File: src/rtl/blink_pkg.sv
// Shared definitions for the blink-pattern link: slot timing, reference pattern
// and receiver FSM state encodings.
package blink_pkg;

    localparam int unsigned SLOT_CYCLES_DEF = 2097152;
    localparam logic [31:0] EXPECTED_DEF    = 32'b111000000000111000000000111;

    localparam logic [1:0] ST_IDLE    = 2'd0;
    localparam logic [1:0] ST_HALF    = 2'd1;
    localparam logic [1:0] ST_CAPTURE = 2'd2;
    localparam logic [1:0] ST_DONE    = 2'd3;

endpackage

File: src/rtl/pin_sync_edge.sv
// Two-flop synchroniser for an asynchronous pin, followed by a rising-edge detector.
module pin_sync_edge (
    input  logic clk_i,
    input  logic rst_n_i,
    input  logic pin_i,
    output logic level_o,
    output logic rise_o
);

    logic meta_q;
    logic sync_q;
    logic prev_q;

    always_ff @(posedge clk_i or negedge rst_n_i) begin
        if (!rst_n_i) begin
            meta_q <= 1'b0;
            sync_q <= 1'b0;
            prev_q <= 1'b0;
        end else begin
            meta_q <= pin_i;
            sync_q <= meta_q;
            prev_q <= sync_q;
        end
    end

    assign level_o = sync_q;
    assign rise_o  = sync_q & ~prev_q;

endmodule

File: src/rtl/blink_pattern_rx.sv
// Receive side of the blink-pattern loopback: frames on a rise after an idle gap,
// samples every slot at its midpoint and tracks consecutive matches against EXPECTED.
module blink_pattern_rx
    import blink_pkg::*;
#(
    parameter int unsigned          SLOT_CYCLES    = SLOT_CYCLES_DEF,
    parameter int unsigned          N_SLOTS        = 32,
    parameter int unsigned          MIN_IDLE_SLOTS = 4,
    parameter logic [N_SLOTS-1:0]   EXPECTED       = EXPECTED_DEF,
    parameter int unsigned          LOCK_FRAMES    = 2
) (
    input  logic               clk_i,
    input  logic               rst_n_i,
    input  logic               pin_i,
    output logic               frame_valid_o,
    output logic [N_SLOTS-1:0] frame_data_o,
    output logic               match_o,
    output logic               locked_o,
    output logic               led_o
);

    localparam int unsigned LOW_MAX = MIN_IDLE_SLOTS * SLOT_CYCLES;
    localparam int          LOW_W   = $clog2(LOW_MAX + 1);
    localparam int          TMR_W   = $clog2(SLOT_CYCLES);
    localparam int          BIT_W   = $clog2(N_SLOTS);
    localparam int          CNT_W   = $clog2(LOCK_FRAMES + 1);

    localparam logic [LOW_W-1:0] LOW_SAT  = LOW_W'(LOW_MAX);
    localparam logic [TMR_W-1:0] TMR_HALF = TMR_W'(SLOT_CYCLES / 2 - 1);
    localparam logic [TMR_W-1:0] TMR_FULL = TMR_W'(SLOT_CYCLES - 1);
    localparam logic [BIT_W-1:0] BIT_LAST = BIT_W'(N_SLOTS - 1);
    localparam logic [CNT_W-1:0] CNT_LOCK = CNT_W'(LOCK_FRAMES);

    logic               pin_level;
    logic               pin_rise;

    logic [1:0]         state_q,       state_d;
    logic [LOW_W-1:0]   low_run_q,     low_run_d;
    logic [TMR_W-1:0]   tmr_q,         tmr_d;
    logic [BIT_W-1:0]   bit_q,         bit_d;
    logic [N_SLOTS-1:0] shift_q,       shift_d;
    logic               frame_valid_q, frame_valid_d;
    logic [N_SLOTS-1:0] frame_data_q,  frame_data_d;
    logic               match_q,       match_d;
    logic [CNT_W-1:0]   cnt_q,         cnt_d;
    logic               locked_q,      locked_d;
    logic [BIT_W-1:0]   next_bit;

    pin_sync_edge u_sync (
        .clk_i   (clk_i),
        .rst_n_i (rst_n_i),
        .pin_i   (pin_i),
        .level_o (pin_level),
        .rise_o  (pin_rise)
    );

    always_ff @(posedge clk_i or negedge rst_n_i) begin
        if (!rst_n_i) begin
            state_q       <= ST_IDLE;
            low_run_q     <= '0;
            tmr_q         <= '0;
            bit_q         <= '0;
            shift_q       <= '0;
            frame_valid_q <= 1'b0;
            frame_data_q  <= '0;
            match_q       <= 1'b0;
            cnt_q         <= '0;
            locked_q      <= 1'b0;
        end else begin
            state_q       <= state_d;
            low_run_q     <= low_run_d;
            tmr_q         <= tmr_d;
            bit_q         <= bit_d;
            shift_q       <= shift_d;
            frame_valid_q <= frame_valid_d;
            frame_data_q  <= frame_data_d;
            match_q       <= match_d;
            cnt_q         <= cnt_d;
            locked_q      <= locked_d;
        end
    end

    // low_run keeps counting mid-frame so the trailing low slots qualify the next start edge
    always_comb begin
        state_d       = state_q;
        tmr_d         = tmr_q;
        bit_d         = bit_q;
        shift_d       = shift_q;
        frame_valid_d = 1'b0;
        frame_data_d  = frame_data_q;
        match_d       = match_q;
        cnt_d         = cnt_q;
        locked_d      = locked_q;
        next_bit      = bit_q + BIT_W'(1);

        if (pin_level) begin
            low_run_d = '0;
        end else if (low_run_q != LOW_SAT) begin
            low_run_d = low_run_q + LOW_W'(1);
        end else begin
            low_run_d = low_run_q;
        end

        case (state_q)
            ST_IDLE: begin
                if (pin_rise && (low_run_q == LOW_SAT)) begin
                    state_d = ST_HALF;
                    tmr_d   = TMR_HALF;
                    bit_d   = '0;
                end
            end
            ST_HALF: begin
                if (tmr_q == '0) begin
                    shift_d[0] = pin_level;
                    tmr_d      = TMR_FULL;
                    state_d    = ST_CAPTURE;
                end else begin
                    tmr_d = tmr_q - TMR_W'(1);
                end
            end
            ST_CAPTURE: begin
                if (tmr_q == '0) begin
                    bit_d             = next_bit;
                    shift_d[next_bit] = pin_level;
                    tmr_d             = TMR_FULL;
                    if (next_bit == BIT_LAST) begin
                        state_d = ST_DONE;
                    end
                end else begin
                    tmr_d = tmr_q - TMR_W'(1);
                end
            end
            ST_DONE: begin
                frame_valid_d = 1'b1;
                frame_data_d  = shift_q;
                match_d       = (shift_q == EXPECTED);
                if (shift_q == EXPECTED) begin
                    cnt_d = (cnt_q == CNT_LOCK) ? cnt_q : cnt_q + CNT_W'(1);
                end else begin
                    cnt_d = '0;
                end
                locked_d = (cnt_d == CNT_LOCK);
                state_d  = ST_IDLE;
            end
            default: state_d = ST_IDLE;
        endcase
    end

    assign frame_valid_o = frame_valid_q;
    assign frame_data_o  = frame_data_q;
    assign match_o       = match_q;
    assign locked_o      = locked_q;
    assign led_o         = locked_q;

endmodule
File: config.mk
export PLATFORM = sky130hd
export DESIGN_NAME = blink_pattern_rx
export DESIGN_NICKNAME = d
export VERILOG_FILES = /design/src/rtl/blink_pkg.sv /design/src/rtl/pin_sync_edge.sv /design/src/rtl/blink_pattern_rx.sv
export SDC_FILE = /design/constraint.sdc
export NUM_CORES = 1
export LEC_CHECK = 0
export ABC_CLOCK_PERIOD_IN_PS = 6200
export BUFFER_PORTS_ARGS = -buffer_cell sky130_fd_sc_hd__buf_2
export CAP_MARGIN = 40
export CELL_PAD_IN_SITES_DETAIL_PLACEMENT = 0
export CELL_PAD_IN_SITES_GLOBAL_PLACEMENT = 1
export CORE_MARGIN = 2
export CORE_UTILIZATION = 53
export DETAILED_ROUTE_END_ITERATION = 8
export PLACE_DENSITY = 0.89
export SLEW_MARGIN = 20
export SYNTH_ARGS = -nofsm -noshare
export SYNTH_HDL_FRONTEND = slang
export SYNTH_SLANG_ARGS = --single-unit
File: constraint.sdc
create_clock -name clk_i -period 6.2 [get_ports clk_i]
set_clock_uncertainty 0.2 [all_clocks]
set_input_delay 0.31 -clock clk_i [delete_from_list [all_inputs] [get_ports clk_i]]
set_output_delay 0.31 -clock clk_i [all_outputs]
set_load 0.005 [all_outputs]
==> impl_metrics.yaml, run 1 <==
clock_network:
  htreeDepth: 4
  cts_tree: "yes"
  clkLatencyLatePin_ns: 0.41
  clk_pin_slew_ns: 0.05
  clk_path_buf_depth: 2
  post_cts_buffers: 0
  cts_buffers: 17
  clock-root-buffer: "clkbuf_16"
  cts_resized: 0
  clock-sinks: 124
synthesis:
  yosysMostFrequentCell: "dfrtp_1"
  synth_top_area_share_pct: 49.5
  synth_compound_area_share_pct: 8.98
  avgSynthCellArea_um2: 11.2
  ys_ff_latch: 124
  synth-adder-area-share_pct: 2.99
  yosysSeqAreaShare_pct: 49.5
  yosysTopAreaCell: "dfrtp_1"
  synth-simple-area-share_pct: 17.7
  synthTopCellsByCount: "dfrtp_1 (124), nand3_1 (48), nor2_1 (42)"
  syn_inst: 559
  async_flop_share_pct: 100
  synth_edf_count: 0
  ys.flop_type: "dfrtp_1"
  synth-xor-area-share_pct: 3.49
  synth_cell_types: 68
  synth_nets: 577
  netlist_area_mm2: 0.00627
  yosysWarnings: 0
  synth_area_leaders: "dfrtp_1 (50%), mux2_4 (7.2%), mux2_2 (5.6%), nand3_1 (3.8%), ha_1 (3.0%)"
  synth_top_family_by_area: "simple AND/OR/NAND/NOR gates"
  synthMuxAreaShare_pct: 13.4
worst_setup_path:
  crit_end: "tmr_q[9]"
  end_kind: "flop"
  crit_path_cell_trace: "inv_1 > ha_1 > nor4bb_1 > nand4_1 > o31a_1 > or4_1 > o211a_1"
  rr_endpoint: "tmr_q[9]"
  arrival_ns: 2.85
  startpoint: "low_run_q[0]"
  crit_slowest_cell: "o31a_1"
  rrSetupSlack_ns: 3.45
  r2r_start: "low_run_q[0]"
  cp.required_ns: 6.30
  critPathMaxStageDelay_ns: 0.58
  reg2reg_depth: 7
  crit_fanout: 17
  crit_type: "flop to flop"
  start_kind: "flop"
global_route:
  grt_usage_pct: 20.8
  overflow: 0
  grt_pass1_wl_um: 21400
  grt_start_max_net_pins: 60
  grt_pass1_vias: 4435
  antenna_found_initial: 0
detailed_routing:
  wl_met2_um: 6010
  wl_per_cell_um: 16.6
  drc_errors: 0
  dr.pass1.iters: 5
  routed_via_density: 5.89
  first_iter_violations: 297
  wl_met3_um: 488
  top_layer_used: "met4"
  routed_wl_um: 12400
  met1_length_um: 5680
  antenna_left: 0
  via_count: 4413
sta:
  max_slew_margin_pct: 42.9
  worstMarginPinSlew_ns: 0.857
  worst_slack_ns: 3.45
  drv_slew: 0
  fin_tns_setup_ns: 0
  setup_viol: 0
  rsz0062_at_grt: "no"
  period_needed_ns: 2.75
  fin_crit_sh_pct: 44.3
  final_hold_viol_count: 0
  max_clock_freq_mhz: 364
outcome:
  status: "finished clean"
placed_design:
  dp_slack_ns: 3.47
  place_inst: 716
  dp_hpwl_um: 8340
  gp_congestion: 0.827
  io_buffers: 38
  dpl_cell_area_mm2: 0.00655
power:
  p_int_w: 0.00142
  pwr-share-seq_pct: 45.5
  clkPwrFrac_pct: 52.7
  peakVddDrop_mv: 0.230
  p_sw_share_pct: 21.0
  power.leakage_nw: 3.45
  power_density_mw_per_mm2: 251
  p_switching_w: 0.000376
  pwr-share-comb_pct: 1.8
finish:
  drive_gt1_share_pct: 24.3
  antenna_cells: 0
  finalInstanceArea_mm2: 0.00714
  n_fill_cell: 886
  fin_cells: 749
  nets: 612
  area_delta_synth_final_pct: 13.9
hold_path:
  hold_class: "flop to flop"
die:
  dieArea_mm2: 0.0127
  start_util_pct: 54.7
  num_io_pins: 39
  die_w_um: 113
  rows: 39
  core_area_mm2: 0.0115
  die_h_um: 113
flow_run:
  cap_violations: 0
==> stage by stage <==
step	util (%)	total power, W	hold WS (ns)
finish	62.2	0.00179	0.151
detailed placement	57.1	0.000862	0.140
global route	62.2	0.00185	0.152
floorplan	-	0.000839	-0.186
global placement	56.9	0.000858	0.139
CTS	62.2	0.00180	0.152
==> cells in the final DEF (no fill, tap or decap), drive strengths merged, types with 3 or more instances in the layout <==
cell type	n
and3	4
nor2	42
a21boi	3
and4	3
clkbuf	19
nor3	19
dfrtp	124
a31oi	5
ha	15
nand2	27
o31ai	12
clkinv	6
nand3	49
a21oi	8
or3	8
nor4b	3
or4	4
o2bb2ai	3
mux2	63
nand4	11
o22a	4
xor2	16
nor2b	4
inv	20
o311ai	4
buf	45
clkinvlp	4
o21ai	13
nand2b	7
nor4	15
o41ai	3
xnor2	9
==> per-layer routing <==
metal	up-vias	global-route usage [%]
met4	0	6.91
li1	2113	-
met3	22	5.20
met1	2180	27.4
met5	-	0
met2	98	33.9
==> flip-flops by register name, summed over array words and instances, names as in the netlist <==
register / count
bit_q: 5
frame_valid_o: 1
u_sync.level_o: 1
cnt_q: 2
led_o: 1
shift_q: 32
low_run_q: 24
frame_data_o: 32
match_o: 1
u_sync.meta_q: 1
state_q: 2
u_sync.prev_q: 1
tmr_q: 21
==> worst min path at each step <==
stage / slack (ns) / cells after the start / to / from
after floorplan: -0.19 / 0 / bit_q[0] / rst_n_i
after global placement: 0.14 / 0 / u_sync.level_o / u_sync.meta_q
after detailed placement: 0.14 / 0 / u_sync.level_o / u_sync.meta_q
after CTS: 0.15 / 0 / u_sync.level_o / u_sync.meta_q
after global routing: 0.15 / 0 / u_sync.level_o / u_sync.meta_q
final: 0.15 / 0 / u_sync.level_o / u_sync.meta_q
==> kinds of logic (layout without fill, tap and decap cells) <==
group                      after synthesis  after routing
and+or+nand+nor                        204            204
DFF                                    124            124
AOI/OAI and AO/OA                       75             75
muxes                                   65             65
buffers and inverters                   51             98
xor gates and xnor gates                25             25
adders and majority gates               15             15
==> power by group through the flow <==
stage | clock network [W] | logic [W] | registers (W)
after floorplan | 0 | 0.00000997 | 0.000829
after global placement | 0 | 0.0000295 | 0.000829
after detailed placement | 0 | 0.0000325 | 0.000829
after CTS | 0.000956 | 0.0000338 | 0.000815
after global routing | 0.000994 | 0.0000378 | 0.000815
final | 0.000944 | 0.0000319 | 0.000815
==> worst max-delay path, delay by kind of cell, from the launching register on <==
family                     cells  cell delay, ns
buffers and inverters          1            0.12
adders and majority gates      1            0.15
AOI/OAI and AO/OA              2            0.73
and+or+nand+nor                3            1.01
DFF                            1            0.42
==> timing repair <==
action                                 CTS  global route
hold buffers                             2             0
endpoints found under the hold margin   50             0
setup endpoints to repair                0             0
==> cell type report <==
type | instances | area [µm²] | area share, %
Clock buffer | 19 | 443 | 6.21
Clock inverter | 12 | 124 | 1.74
Inverter | 20 | 75.1 | 1.05
Multi-Input combinational cell | 384 | 2930 | 41.0
Sequential cell | 124 | 3100 | 43.5
Tap cell | 143 | 179 | 2.51
Timing Repair Buffer | 47 | 285 | 4.00
(Power assumes the default switching activity.)
==> run 2: changes to the inputs <==
--- a/config.mk
+++ b/config.mk
@@ -5,15 +5,15 @@
 export SDC_FILE = /design/constraint.sdc
 export NUM_CORES = 1
 export LEC_CHECK = 0
-export ABC_CLOCK_PERIOD_IN_PS = 6200
+export ABC_CLOCK_PERIOD_IN_PS = 2800
 export BUFFER_PORTS_ARGS = -buffer_cell sky130_fd_sc_hd__buf_2
 export CAP_MARGIN = 40
 export CELL_PAD_IN_SITES_DETAIL_PLACEMENT = 0
 export CELL_PAD_IN_SITES_GLOBAL_PLACEMENT = 1
 export CORE_MARGIN = 2
-export CORE_UTILIZATION = 53
+export CORE_UTILIZATION = 49
 export DETAILED_ROUTE_END_ITERATION = 8
-export PLACE_DENSITY = 0.89
+export PLACE_DENSITY = 0.84
 export SLEW_MARGIN = 20
 export SYNTH_ARGS = -nofsm -noshare
 export SYNTH_HDL_FRONTEND = slang
==> constraint.sdc (replaced) <==
create_clock -name clk_i -period 2.8 [get_ports clk_i]
set_clock_uncertainty 0.2 [all_clocks]
set_input_delay 0.14 -clock clk_i [delete_from_list [all_inputs] [get_ports clk_i]]
set_output_delay 0.14 -clock clk_i [all_outputs]
set_load 0.005 [all_outputs]
==> run 2 against run 1 <==
Net effect: routed wire length up 1.2%; worst setup slack worse by 3.2 ns; die area rose by 7.9%; largest cell class unchanged.
==> impl_metrics.yaml, run 2 (synthesis results as in run 1) <==
outcome:
  status: "finished clean"
sta:
  fin_crit_sh_pct: 92.0
  drv_slew: 0
  final_hold_viol_count: 0
  max_slew_margin_pct: 61.2
  fin_tns_setup_ns: 0
  setup_viol: 0
  max_clock_freq_mhz: 388
  period_needed_ns: 2.58
  worstMarginPinSlew_ns: 0.576
placed_design:
  dp_hpwl_um: 8320
  gp_congestion: 0.812
  dpl_cell_area_mm2: 0.00661
  io_buffers: 38
detailed_routing:
  routed_via_density: 5.67
  dr.pass1.iters: 5
  first_iter_violations: 271
  drc_errors: 0
  via_count: 4447
  wl_per_cell_um: 16.0
  routed_wl_um: 12600
  antenna_left: 0
power:
  p_switching_w: 0.000836
  p_sw_share_pct: 20.5
  pwr-share-comb_pct: 1.6
  peakVddDrop_mv: 0.351
  p_int_w: 0.00324
  power_density_mw_per_mm2: 562
  power.leakage_nw: 3.49
  pwr-share-seq_pct: 44.4
  clkPwrFrac_pct: 54.0
die:
  num_io_pins: 39
  start_util_pct: 49.9
  die_h_um: 117
  dieArea_mm2: 0.0137
  rows: 41
  core_area_mm2: 0.0126
  die_w_um: 117
finish:
  nets: 617
  finalInstanceArea_mm2: 0.00724
  n_fill_cell: 1025
  layout_common_cells: "dfrtp_1 (124), nand3_1 (48), nor2_1 (42), buf_2 (37), mux2_2 (31)"
  area_delta_synth_final_pct: 15.6
  drive_gt1_share_pct: 24.7
  antenna_cells: 0
  multi_input_area_mm2: 0.00293
  seqCellArea_mm2: 0.00310
  layout_commonest_cell: "dfrtp_1"
worst_setup_path:
  start_kind: "flop"
  crit_type: "flop to flop"
  rrSetupSlack_ns: 0.22
  cp.required_ns: 2.90
  arrival_ns: 2.68
  crit_slowest_cell: "dfrtp_1"
  end_kind: "flop"
  crit_fanout: 31
  crit_path_cell_trace: "nor4_2 > nand3_2 > nor4_4 > buf_4 > nand3_1 > mux2_4"
  critPathMaxStageDelay_ns: 0.43
clock_network:
  clock-sinks: 124
  clock-root-buffer: "clkbuf_16"
  clk_pin_slew_ns: 0.06
  clk_path_buf_depth: 2
  htreeDepth: 4
  clkLatencyLatePin_ns: 0.42
  cts_buffers: 17
  cts_tree: "yes"
global_route:
  overflow: 0
  grt_usage_pct: 19.9
  grt_start_max_net_pins: 89
  antenna_found_initial: 0
  grt_pass1_vias: 4281
  grt_pass1_wl_um: 21100
flow_run:
  cap_violations: 0
hold_path:
  hold_class: "input pin to async pin"
==> run 2: cell count changes in the layout (fill, tap and decap cells not counted), sizes merged <==
cell      change
bufinv        +1
clkinv        -1
buf           +5
clkinvlp      -2
clkbuf        +3
==> run 2: through the flow <==
stage	utilization (%)	hold WS (ns)	cells	setup slack, ns	power (W)
after CTS	57.5	0.0218	783	0.138	0.00411
after global routing	57.6	0.0748	784	-0.00148	0.00421
after floorplan	-	-0.356	559	0.481	0.00186
after global placement	52.6	-0.0836	749	0.180	0.00190
final	57.6	0.0230	784	0.225	0.00407
after detailed placement	52.6	-0.0753	749	0.153	0.00191
==> run 2: power groups by stage <==
stage,Combinational (W),Clock [W],Sequential (W)
2_1_floorplan,0.0000221,0,0.00184
6_report,0.0000666,0.00220,0.00181
3_3_place_gp,0.0000658,0,0.00184
5_1_grt,0.0000785,0.00232,0.00181
4_1_cts,0.0000697,0.00224,0.00181
3_5_place_dp,0.0000673,0,0.00184
==> run 2: area by class of cell <==
cell class,instances,area share (%)
Tap cell,172,2.97
Clock buffer,22,6.27
Inverter,20,1.04
Sequential cell,124,42.8
Clock inverter,10,1.95
Timing Repair Buffer,52,4.41
Multi-Input combinational cell,384,40.5
==> run 2: worst paths after layout <==
path,startpoint,to,cells past startpoint
worst max-delay path,tmr_q[11],shift_q[13],6
worst min-delay path,rst_n_i,frame_data_o[20],2
worst max register to register,tmr_q[11],shift_q[13],6
worst min register to register,u_sync.meta_q,u_sync.level_o,0
max in group asynchronous,rst_n_i,low_run_q[21],3
min in group clk_i,pin_i,u_sync.meta_q,2
==> run 2: critical path: cells and delay by family (launching register included) <==
family	cells	cell delay (ns)
buf+inv	1	0.34
simple gates	4	1.13
mux	1	0.34
flops	1	0.43
==> run 2: per-layer routing <==
layer	track usage [%]	part of all wire (%)	vias to the layer above
met5	0	0	-
met2	32.2	49	88
met4	7.69	2.0	0
li1	-	-	2120
met3	5.72	3.8	22
met1	25.4	46	2217
==> run 2: timing repair <==
action / in CTS / in global routing
hold endpoints to repair: 125 / 0
setup endpoints to repair: 0 / 6
setup buffers: 0 / 1
resized for setup: 0 / 2
hold buffers: 2 / 0
==> run 3: changes to the inputs <==
--- a/config.mk
+++ b/config.mk
@@ -5,15 +5,16 @@
 export SDC_FILE = /design/constraint.sdc
 export NUM_CORES = 1
 export LEC_CHECK = 0
+export ABC_AREA = 1
 export ABC_CLOCK_PERIOD_IN_PS = 2800
 export BUFFER_PORTS_ARGS = -buffer_cell sky130_fd_sc_hd__buf_2
 export CAP_MARGIN = 40
 export CELL_PAD_IN_SITES_DETAIL_PLACEMENT = 0
 export CELL_PAD_IN_SITES_GLOBAL_PLACEMENT = 1
 export CORE_MARGIN = 2
-export CORE_UTILIZATION = 49
+export CORE_UTILIZATION = 45
 export DETAILED_ROUTE_END_ITERATION = 8
-export PLACE_DENSITY = 0.84
+export PLACE_DENSITY = 0.83
 export SLEW_MARGIN = 20
 export SYNTH_ARGS = -nofsm -noshare
 export SYNTH_HDL_FRONTEND = slang
==> run 3 against run 2 <==
Net effect: hold slack better by 0.022 ns; clock-buffer cell count unchanged; utilization down 4.6 points; maximum frequency up 11%; critical endpoint is now tmr_q[9].
==> impl_metrics.yaml, run 3 <==
outcome:
  status: "finished clean"
synthesis:
  synth_nets: 839
  syn_inst: 821
  synthTopCellsByCount: "nand2_1 (271), dfrtp_1 (124), nor2_1 (79)"
  synth_cell_types: 36
  netlist_area_mm2: 0.00635
  yosysWarnings: 0
  yosysTopAreaCell: "dfrtp_1"
  ys_ff_latch: 124
  avgSynthCellArea_um2: 7.73
  yosysSeqAreaShare_pct: 48.9
  ys.flop_type: "dfrtp_1"
  synth_top_area_share_pct: 48.9
  yosysMostFrequentCell: "nand2_1"
  synth_edf_count: 0
  synth_area_leaders: "dfrtp_1 (49%), nand2_1 (16%), nand3_1 (5.4%), nor2_1 (4.7%), inv_1 (4.1%)"
  async_flop_share_pct: 100
die:
  rows: 43
  dieArea_mm2: 0.0151
  core_area_mm2: 0.0138
  start_util_pct: 45.9
  num_io_pins: 39
  die_w_um: 123
  die_h_um: 123
detailed_routing:
  routed_wl_um: 14000
  drc_errors: 0
  first_iter_violations: 411
  antenna_left: 0
  routed_via_density: 5.14
  wl_per_cell_um: 13.3
  via_count: 5422
  dr.pass1.iters: 5
power:
  p_sw_share_pct: 21.1
  pwr-share-seq_pct: 44.6
  power_density_mw_per_mm2: 552
  peakVddDrop_mv: 0.349
  total_power_w: 0.00405
  power.leakage_nw: 3.70
  clkPwrFrac_pct: 53.6
  p_switching_w: 0.000856
  pwr-share-comb_pct: 1.8
  p_int_w: 0.00319
clock_network:
  clk_pin_slew_ns: 0.05
  post_cts_buffers: 0
  cts_resized: 0
  cts_tree: "yes"
  clkLatencyLatePin_ns: 0.42
  clock-sinks: 124
  htreeDepth: 4
  clock-root-buffer: "clkbuf_16"
  cts_buffers: 17
  clk_path_buf_depth: 2
  holdBufCountCts: 3
global_route:
  antenna_found_initial: 0
  grt_pass1_wl_um: 23900
  grt_pass1_vias: 5173
  grt_usage_pct: 20.0
  overflow: 0
  grt_start_max_net_pins: 64
worst_setup_path:
  critPathMaxStageDelay_ns: 0.55
  crit_path_cell_trace: "inv_1 > ha_1 > inv_1 > nand2_1 > nand2_1 > o21ai_0"
  end_kind: "flop"
  arrival_ns: 2.38
  crit_type: "flop to flop"
  start_kind: "flop"
  crit_slowest_cell: "nand2_1"
  crit_fanout: 21
  cp.required_ns: 2.86
sta:
  setup_viol: 0
  worst_slack_ns: 0.478
  final_hold_viol_count: 0
  max_clock_freq_mhz: 431
  rsz0062_at_grt: "no"
  fin_tns_setup_ns: 0
  worstMarginPinSlew_ns: 0.741
  drv_slew: 0
  max_slew_margin_pct: 50.5
  fin_crit_sh_pct: 82.9
  period_needed_ns: 2.32
hold_path:
  hold_class: "input pin to async pin"
placed_design:
  dp_hpwl_um: 9660
  io_buffers: 38
  gp_congestion: 0.850
  dp_slack_ns: 0.485
finish:
  nets: 879
  area_delta_synth_final_pct: 15.6
  final_core_util_pct: 53.1
  antenna_cells: 0
  layout_commonest_cell: "nand2_1"
  layout_common_cells: "nand2_1 (271), dfrtp_1 (124), nor2_1 (79), inv_1 (69), nand3_1 (69)"
  drive_gt1_share_pct: 11.9
flow_run:
  cap_violations: 0
run 3: cell type report:
class	instances	area [µm²]
Fill cell	1307	6490
Sequential cell	124	3100
Multi-Input combinational cell	598	2840
Clock buffer	22	474
Timing Repair Buffer	49	318
Inverter	71	267
Tap cell	180	225
Clock inverter	10	114
run 3: through the flow:
step	cell area (µm²)	cells	hold WS, ns
4_1_cts	7340	1054	0.0404
3_3_place_gp	6710	1019	-0.129
2_1_floorplan	6350	821	-0.356
6_report	7340	1054	0.0452
3_5_place_dp	6710	1019	-0.123
5_1_grt	7340	1054	0.0591
run 3: critical path, delay by kind of cell, from the launching register on:
kind | cells | cell delay (ns)
flip-flops | 1 | 0.40
AND/OR/NAND/NOR | 2 | 0.63
AO/OA/AOI/OAI | 1 | 0.20
buffers and inverters | 2 | 0.33
adder cells (fa/ha/maj) | 1 | 0.40
run 3: worst paths after layout:
check,endpoint,from,cells past startpoint,slack (ns)
max in group asynchronous,tmr_q[16],rst_n_i,3,1.88
hold reg to reg,u_sync.level_o,u_sync.meta_q,0,0.15
setup / recovery,tmr_q[9],state_q[0],6,0.48
setup reg to reg,tmr_q[9],state_q[0],6,0.48
min in group clk_i,u_sync.level_o,u_sync.meta_q,0,0.15
hold / removal,led_o,rst_n_i,3,0.05
run 3: per-layer routing:
layer  track usage, %  vias to the layer above  part of all wire [%]
li1                 -                     2737                     -
met1             24.0                     2584                    46
met2             35.1                       86                    50
met3             4.18                       15                   2.7
met4             7.90                        0                   1.7
met5                0                        -                     0
run 3: logic make-up (layout without fill, tap and decap cells):
family | count (synthesis) | count (layout) | share of synthesized area [%]
AND/OR/NAND/NOR | 486 | 486 | 33.4
flip-flops | 124 | 124 | 48.9
buffers and inverters | 99 | 152 | 6.45
XOR/XNOR | 6 | 6 | 0.946
adder cells (fa/ha/maj) | 15 | 15 | 2.96
AO/OA/AOI/OAI | 91 | 91 | 7.39
run 3: power by group through the flow:
stage	logic, W	registers (W)	clock network (W)
after floorplan	0.0000234	0.00183	0
after global placement	0.0000700	0.00184	0
after detailed placement	0.0000724	0.00184	0
after CTS	0.0000787	0.00180	0.00222
after global routing	0.0000891	0.00180	0.00229
final	0.0000749	0.00180	0.00217
